<file path="src/rtl/arb_pkg.sv">
// Shared constants and helpers for the arbitrating multiplexer family.
package arb_pkg;

  // Arbitration modes selectable through the MODE parameter.
  localparam int ARB_RR    = 0;
  localparam int ARB_FIXED = 1;

  // Width needed to hold a channel index; never narrower than one bit so a
  // single-channel instance still has a legal index port.
  function automatic int calc_idw(input int n);
    return (n > 1) ? $clog2(n) : 1;
  endfunction

endpackage

</file>
<file path="src/rtl/rr_grant_pick.sv">
// Combinational grant picker: finds the first requester at or after the
// round-robin pointer, wrapping around, by scanning a doubled request vector
// whose lower copy is masked below the pointer.
module rr_grant_pick
  import arb_pkg::*;
#(
  parameter int N   = 4,
  parameter int IDW = calc_idw(N)
) (
  input  logic [N-1:0]   req,
  input  logic [IDW-1:0] ptr,
  input  logic           mode,
  output logic [N-1:0]   grant,
  output logic [IDW-1:0] grant_idx,
  output logic           any
);

  logic [IDW-1:0] w_base;
  logic [2*N-1:0] w_dbl;

  // Fixed priority always searches from channel 0.
  assign w_base = mode ? '0 : ptr;

  // Lower half keeps only requesters at or above the pointer; upper half is
  // the unmasked copy that supplies the wrapped-around candidates.
  always_comb begin
    w_dbl = '0;
    for (int i = 0; i < N; i++) begin
      w_dbl[i]     = req[i] && (i >= int'(w_base));
      w_dbl[N + i] = req[i];
    end
  end

  // Find-first over the doubled vector; the index folds back modulo N.
  always_comb begin
    // NOTE: every output gets a default before the search so no path leaves
    // a value unassigned, which would otherwise infer a latch.
    grant     = '0;
    grant_idx = '0;
    any       = 1'b0;
    for (int j = 0; j < 2 * N; j++) begin
      if (!any && w_dbl[j]) begin
        any       = 1'b1;
        grant_idx = IDW'((j >= N) ? (j - N) : j);
      end
    end
    if (any) grant[grant_idx] = 1'b1;
  end

endmodule

</file>
<file path="src/rtl/rr_arb_mux.sv">
// N-channel arbitrating multiplexer with valid/ready handshakes and a single
// registered output stage tagged with the winning channel index and grant.
module rr_arb_mux
  import arb_pkg::*;
#(
  parameter int N    = 4,
  parameter int W    = 8,
  parameter int MODE = ARB_RR,
  parameter int IDW  = calc_idw(N)
) (
  input  logic           clk,
  input  logic           rst,
  input  logic [N-1:0]   req_valid,
  input  logic [N*W-1:0] req_data,
  output logic [N-1:0]   req_ready,
  output logic           out_valid,
  output logic [W-1:0]   out_data,
  output logic [IDW-1:0] out_id,
  output logic [N-1:0]   out_grant,
  input  logic           out_ready
);

  logic           r_valid;
  logic [W-1:0]   r_data;
  logic [IDW-1:0] r_id;
  logic [N-1:0]   r_grant;
  logic [IDW-1:0] r_ptr;

  logic           w_load;
  logic [N-1:0]   w_grant;
  logic [IDW-1:0] w_idx;
  logic           w_any;
  logic [W-1:0]   w_data;

  // The output register may take new data when empty or being drained.
  assign w_load = !r_valid || out_ready;

  rr_grant_pick #(
    .N   (N),
    .IDW (IDW)
  ) u_pick (
    .req       (req_valid),
    .ptr       (r_ptr),
    .mode      (MODE == ARB_FIXED),
    .grant     (w_grant),
    .grant_idx (w_idx),
    .any       (w_any)
  );

  // Ready is withheld during reset so nothing is accepted into a register
  // that is being cleared.
  assign req_ready = (w_load && !rst) ? w_grant : '0;
  assign w_data    = req_data[w_idx * W +: W];

  // Output stage and round-robin pointer; a held output is never overwritten.
  always_ff @(posedge clk or posedge rst) begin
    if (rst) begin
      r_valid <= 1'b0;
      r_data  <= '0;
      r_id    <= '0;
      r_grant <= '0;
      r_ptr   <= '0;
    end else if (w_load) begin
      // NOTE: registered state uses non-blocking assignments so every flop
      // samples pre-edge values regardless of statement order.
      if (w_any) begin
        r_valid <= 1'b1;
        r_data  <= w_data;
        r_id    <= w_idx;
        r_grant <= w_grant;
        if (MODE == ARB_RR)
          r_ptr <= (int'(w_idx) == N - 1) ? '0 : w_idx + IDW'(1);
      end else begin
        // Data and id keep their last value; only the valid/grant tags clear.
        r_valid <= 1'b0;
        r_grant <= '0;
      end
    end
  end

  assign out_valid = r_valid;
  assign out_data  = r_data;
  assign out_id    = r_id;
  assign out_grant = r_grant;

endmodule

</file>
<file path="config.mk">
export PLATFORM = sky130hd
export DESIGN_NAME = rr_arb_mux
export DESIGN_NICKNAME = d
export VERILOG_FILES = /design/src/rtl/arb_pkg.sv /design/src/rtl/rr_grant_pick.sv /design/src/rtl/rr_arb_mux.sv
export SDC_FILE = /design/constraint.sdc
export NUM_CORES = 1
export LEC_CHECK = 0
export CORE_MARGIN = 1
export CORE_UTILIZATION = 35
export CTS_CLUSTER_SIZE = 40
export DETAILED_ROUTE_END_ITERATION = 8
export PLACE_DENSITY = 0.84
export SETUP_SLACK_MARGIN = 0.1
export SYNTH_ARGS = -nofsm -noshare
export SYNTH_HDL_FRONTEND = slang
export SYNTH_SLANG_ARGS = --single-unit
</file>
<file path="constraint.sdc">
create_clock -name clk -period 2.3 [get_ports clk]
set_input_delay 0.69 -clock clk [delete_from_list [all_inputs] [get_ports clk]]
set_output_delay 0.69 -clock clk [all_outputs]
set_load 0.01 [all_outputs]
</file>
# Word level (Yosys, flattened, before mapping)
# Index checks and enable logic that the tools add are counted.
[classes] add_sub_neg=1 order_cmp=5 n_eq_ne=1 n_shift=1 n_mux=22 n_reduce_logical=23
[ops] op="$shiftx A32 B6 Y8" n=1
[ops] op="$mux W2" n=7
[ops] op="$logic_and A1 B1 Y1" n=12
[ops] op="$mux W4" n=3
[ops] op="$mux W1" n=11
[ops] op="$logic_not A1 Y1" n=9
[ops] op="$ge A1 B2 Y1 const A" n=2
[ops] op="$lt A2 B3 Y1 const B" n=1
[ops] op="$add A2 B1 Y2 const B" n=1
[ops] op="$demux W1 S2" n=1
[ops] op="$eq A2 B1 Y1 const B" n=1
[ops] op="$ge A2 B1 Y1 const B" n=1
[ops] op="$ge A2 B2 Y1 const A" n=1
[ops] op="$reduce_and A2 Y1" n=1
[ops] op="$logic_or A1 B1 Y1" n=1
[totals] regBits=17 in_bits=39 out_inout_bits=19 wordCells=58

# Logic depth before layout (Yosys ltp)
[logic_depth] ltp_word=30 ltp_mapped=6 depth_no_buf=6

# By module
# Synthesis repeated with hierarchy kept, for this count alone.
[hier_totals] hier_cells=90 hier_area_um2=1078.5
[modules_own_cells] mod="rr_arb_mux" instances=1 cells_each=65 area_each_um2=892.1 seq_area_each_um2=425.4
[modules_own_cells] mod="rr_grant_pick" instances=1 cells_each=25 area_each_um2=186.4 seq_area_each_um2=0.0

# Least setup slack after synthesis
# No wires, ideal clock.
[synth_timing] path_type="input-to-output" from="input port req_valid[1]" to="output port req_ready[0]" t_arrival_ps=1734 required_time_ps=1610 slack_ps=-124 cell_stages=6 path_buffers=0 cell_sequence="a21boi_0 o22a_1 and2_4 clkinv_8 ha_1 and3_1"
[synth_via] elab_chain_len=27 elab_cells_between_ends=35 cone_classes="order compare: 2; mux: 18; reduce/logical: 15"
[synth_lines] element="start, declared" line_no="rr_arb_mux.sv:13" source="input logic [N-1:0] req_valid,"
[synth_lines] element="$logic_and A1 B1 Y1" line_no="rr_grant_pick.sv:29" source="w_dbl[i] = req[i] && (i >= int'(w_base));"
[synth_lines] element="$logic_and A1 B1 Y1" line_no="rr_grant_pick.sv:42" source="if (!any && w_dbl[j]) begin"
[synth_lines] element="$mux W1" line_no="rr_grant_pick.sv:42"
[synth_lines] element="$logic_not A1 Y1" line_no="rr_grant_pick.sv:42"
[synth_lines] element="$logic_and A1 B1 Y1" line_no="rr_grant_pick.sv:42"
[synth_lines] element="$mux W1" line_no="rr_grant_pick.sv:42"
[synth_lines] element="$logic_not A1 Y1" line_no="rr_grant_pick.sv:42"
[synth_lines] element="$logic_and A1 B1 Y1" line_no="rr_grant_pick.sv:42"
[synth_lines] element="[... 12 more ...]"
[synth_lines] element="$mux W2 (*)" line_no="rr_grant_pick.sv:42"
[synth_lines] element="named net u_pick.grant_idx[0]" line_no="rr_grant_pick.sv:14" source="output logic [IDW-1:0] grant_idx,"
[synth_lines] element="$lt A2 B3 Y1 (not written as such) / $ge A2 B1 Y1 (equally long branches)" line_no="rr_grant_pick.sv:47" source="if (any) grant[grant_idx] = 1'b1;"
[synth_lines] element="$logic_and A1 B1 Y1 (not written as such)" line_no="rr_grant_pick.sv:47"
[synth_lines] element="$mux W1 (not written as such)" line_no="rr_grant_pick.sv:47"
[synth_lines] element="$demux W1 S2 (*)"
[synth_lines] element="$mux W4 (*)" line_no="rr_grant_pick.sv:47"
[synth_lines] element="$mux W4 (*)" line_no="rr_arb_mux.sv:52" source="assign req_ready = (w_load && !rst) ? w_grant : '0;"
[synth_lines] element="end, declared" line_no="rr_arb_mux.sv:15" source="output logic [N-1:0] req_ready,"
# The timed path passes the listed nets; every way through them passes the cells marked *.

# Final worst setup path
[layout_timing] from="input port req_valid[2]" to="output port req_ready[2]"
[layout_via] elab_chain_len=24 elab_cells_between_ends=31 cone_classes="order compare: 2; mux: 16; reduce/logical: 13"
[layout_lines] element="$logic_and A1 B1 Y1" line_no="rr_grant_pick.sv:29"
[layout_lines] element="$logic_and A1 B1 Y1" line_no="rr_grant_pick.sv:42"
[layout_lines] element="$mux W1" line_no="rr_grant_pick.sv:42"
[layout_lines] element="$logic_not A1 Y1" line_no="rr_grant_pick.sv:42"
[layout_lines] element="$logic_and A1 B1 Y1" line_no="rr_grant_pick.sv:42"
[layout_lines] element="$mux W1" line_no="rr_grant_pick.sv:42"
[layout_lines] element="$logic_not A1 Y1" line_no="rr_grant_pick.sv:42"
[layout_lines] element="$logic_and A1 B1 Y1" line_no="rr_grant_pick.sv:42"
[layout_lines] element="[... 9 more ...]"
[layout_lines] element="$mux W2 (*)" line_no="rr_grant_pick.sv:42"
[layout_lines] element="named net u_pick.grant_idx[1]" line_no="rr_grant_pick.sv:14"
[layout_lines] element="$lt A2 B3 Y1 (not written as such) / $ge A2 B1 Y1 (equally long branches)" line_no="rr_grant_pick.sv:47"
[layout_lines] element="$logic_and A1 B1 Y1 (not written as such)" line_no="rr_grant_pick.sv:47"
[layout_lines] element="$mux W1 (not written as such)" line_no="rr_grant_pick.sv:47"
[layout_lines] element="$demux W1 S2 (*)"
[layout_lines] element="$mux W4 (*)" line_no="rr_grant_pick.sv:47"
[layout_lines] element="$mux W4 (*)" line_no="rr_arb_mux.sv:52"
# Marks and branches as above.

==> impl_metrics.toml <==
[sta]
setup-violations-final = 4
fmax_mhz = 388
hold_viol_final = 0
finalCritPeriodShare_pct = 112
skew_ps = 3.76
period_needed_ps = 2580
tightestPinTransition_ps = 297
slew_viol_final = 0
fin_ws_ps = -279
rsz0062_at_grt = "yes"
slew_headroom_pct = 80.0
whs_ps = 503

[worst_setup_path]
worstSetupEndpointType = "output port"
worstSetupPathType = "in -> out"
critPathLaunchType = "input pin"
worstPathCellList = "buf_6, nor2b_4, a221o_1, and2_4, buf_6, ha_4, and3_4, buf_6"
cp_common_cell = "buf_6"
worst-path-max-fanout = 4
arrival_ps = 1890
critPathRequiredTime_ps = 1610
critPathMaxStageDelay_ps = 300
crit_slowest_cell = "a221o_1"
rrSetupSlack_ps = 510

[pwr]
p_int_mw = 0.935
seq_power_share_pct = 32.1
pwr_density_cell_nw_per_um2 = 754
max-vdd-ir-drop_v = 0.000354
power_frac_clock_pct = 11.2
leakagePower_nw = 0.853
combPwrFrac_pct = 56.7
p_total_mw = 1.45
switchingPower_mw = 0.515
p_sw_share_pct = 35.5

[global_route]
grt_pass1_vias = 1154
grt_max_degree = 17
antenna_found_initial = 0
grtUsageTotal_pct = 21.4
grt_remaining_overflow = 0
grt_pass1_wl_um = 5330

[route]
m1WireLength_um = 1370
drtIter0Drc = 48
drt_pass1_iterations = 6
wl_met3_um = 220
met2WireLength_um = 1690
wl_um = 3310
drc = 7
route.detailed.vias_per_inst = 5.33
final_antenna_net_count = 0
routed.top_layer = "met4"
routedWlPerCell_um = 15.3
num_vias = 1151

[layout]
area_growth_pct = 80.6
stdcell_area_um2 = 1920
num-nets-final = 229
diodes = 0
drive_gt1_share_pct = 24.9
final_core_util_pct = 68.0

[die]
die_area_um2 = 3270
die_h_um = 57.2
io-pin-count = 58
coreArea_um2 = 2830
placementRows = 19
die_w_um = 57.2
start_util_pct = 37.6

[run_status]
violations = "design-rule violations, negative setup slack"
status = "complete, but fails checks"

[cts]
clock_sinks = 17
cts-root-buf = "clkbuf_4"
cts_buffers = 3
cts_tree = "done"
clk_pin_slew_worst_paths_ps = 100
clockBufferDepth = 2
ctsHtreeMaxLevel = 1
clock_insertion_delay_worst_skew_ps = 290

[logic_synthesis]
syn_area_per_cell_um2 = 9.51
ys.warnings.count = 0
synth_edf_count = 0
synth_top_cell_area_share_pct = 40.0
synth-seq-cells = 17
synth.most_common_cell = "dfrtp_1"
syn_inst = 112
synthArstFlopShare_pct = 100
yosysUniqueCellTypes = 28
mappedNetlistNets = 155
ys_seq_area_share_pct = 40.0
netlist_area_um2 = 1060
yosys-top-cells-count = "dfrtp_1 (17), and3_1 (13), nand2_1 (13)"
yosysTopAreaCell = "dfrtp_1"
synth.area.top_cells = "dfrtp_1 (40%), mux2i_1 (8.5%), and3_1 (7.6%)"
ys.flop_type = "dfrtp_1"

[placed_design]
dp_hpwl_um = 2510
io_buffer_count = 57
dpl_cell_area_um2 = 1810
pre_cts_slack_ps = -1110
finalWeightedCongestion = 0.859

[run]
cap_viol_max_count = 0

[hold_path]
hold_class = "reg -> reg"
timing repair:
item	CTS	global route
resized for setup	45	2
buffers inserted	3	1
pin swaps	6	5
setup endpoints to repair	13	5
hold buffers	0	0
worst max-delay path: cells and delay by family:
family,cells,cell delay (ps)
buf+inv,3,330
compound gates,1,300
simple gates,3,430
fa+ha+maj,1,150
logic make-up after synthesis:
kind of cell | count (synthesis) | synth area share (%)
simple gates | 38 | 19.2
compound gates | 35 | 23.1
buf+inv | 9 | 4.58
fa+ha+maj | 4 | 4.70
flops | 17 | 40.0
mux | 9 | 8.46
routing by layer:
metal | GRT usage (%) | vias to the layer above
li1 | - | 551
met1 | 26.1 | 560
met2 | 37.1 | 38
met3 | 2.72 | 2
met4 | 10.5 | 0
met5 | 0 | -
per-stage QoR:
step	TNS, ps	cells
after detailed placement	-8370	208
after global placement	-7910	208
after floorplan	-160	112
final	-995	216
after CTS	-1040	215
after global routing	-1150	216
layout make-up:
class | instances | area (um2)
clock buffer | 4 | 26.3
tap | 31 | 38.8
fill | 197 | 906
multi-input combinational | 86 | 678
sequential | 17 | 427
inverter | 4 | 30.0
timing repair buffer | 74 | 723
worst paths after layout:
path | startpoint | to | depth (start not counted)
worst max-delay path | req_valid[2] | req_ready[2] | 8
worst min-delay path | out_data[5] | out_data[5] | 2
worst max register to register | r_ptr[1] | out_data[7] | 7
worst min register to register | out_data[5] | out_data[5] | 2
max in group asynchronous | rst | r_ptr[1] | 3
min in group asynchronous | rst | out_grant[1] | 2
power groups by stage:
stage / clock network [mW] / logic [mW] / registers [mW]
finish: 0.163 / 0.823 / 0.465
global route: 0.184 / 0.878 / 0.475
CTS: 0.167 / 0.812 / 0.464
detailed placement: 0 / 0.744 / 0.467
global placement: 0 / 0.726 / 0.460
floorplan: 0 / 0.342 / 0.497
placed cells by master, fill, tap and decap left out, types with 2 or more instances in the layout:
| cell type | n |
|---|---|
| a22o_1 | 4 |
| nand2_1 | 13 |
| o21ai_1 | 2 |
| nor2b_1 | 2 |
| and3_4 | 4 |
| mux2i_1 | 9 |
| dfrtp_1 | 16 |
| o21ai_0 | 7 |
| clkdlybuf4s50_1 | 49 |
| and3_1 | 8 |
| and2_4 | 2 |
| a21boi_0 | 8 |
| clkbuf_4 | 3 |
| inv_1 | 2 |
| ha_4 | 4 |
| o211ai_1 | 8 |
| buf_6 | 8 |
| buf_4 | 15 |
sequential cells by signal, indices dropped and copies added (netlist names):
name       flops
out_data       8
out_grant      4
out_id         2
out_valid      1
r_ptr          2
(Power assumes the default switching activity.)
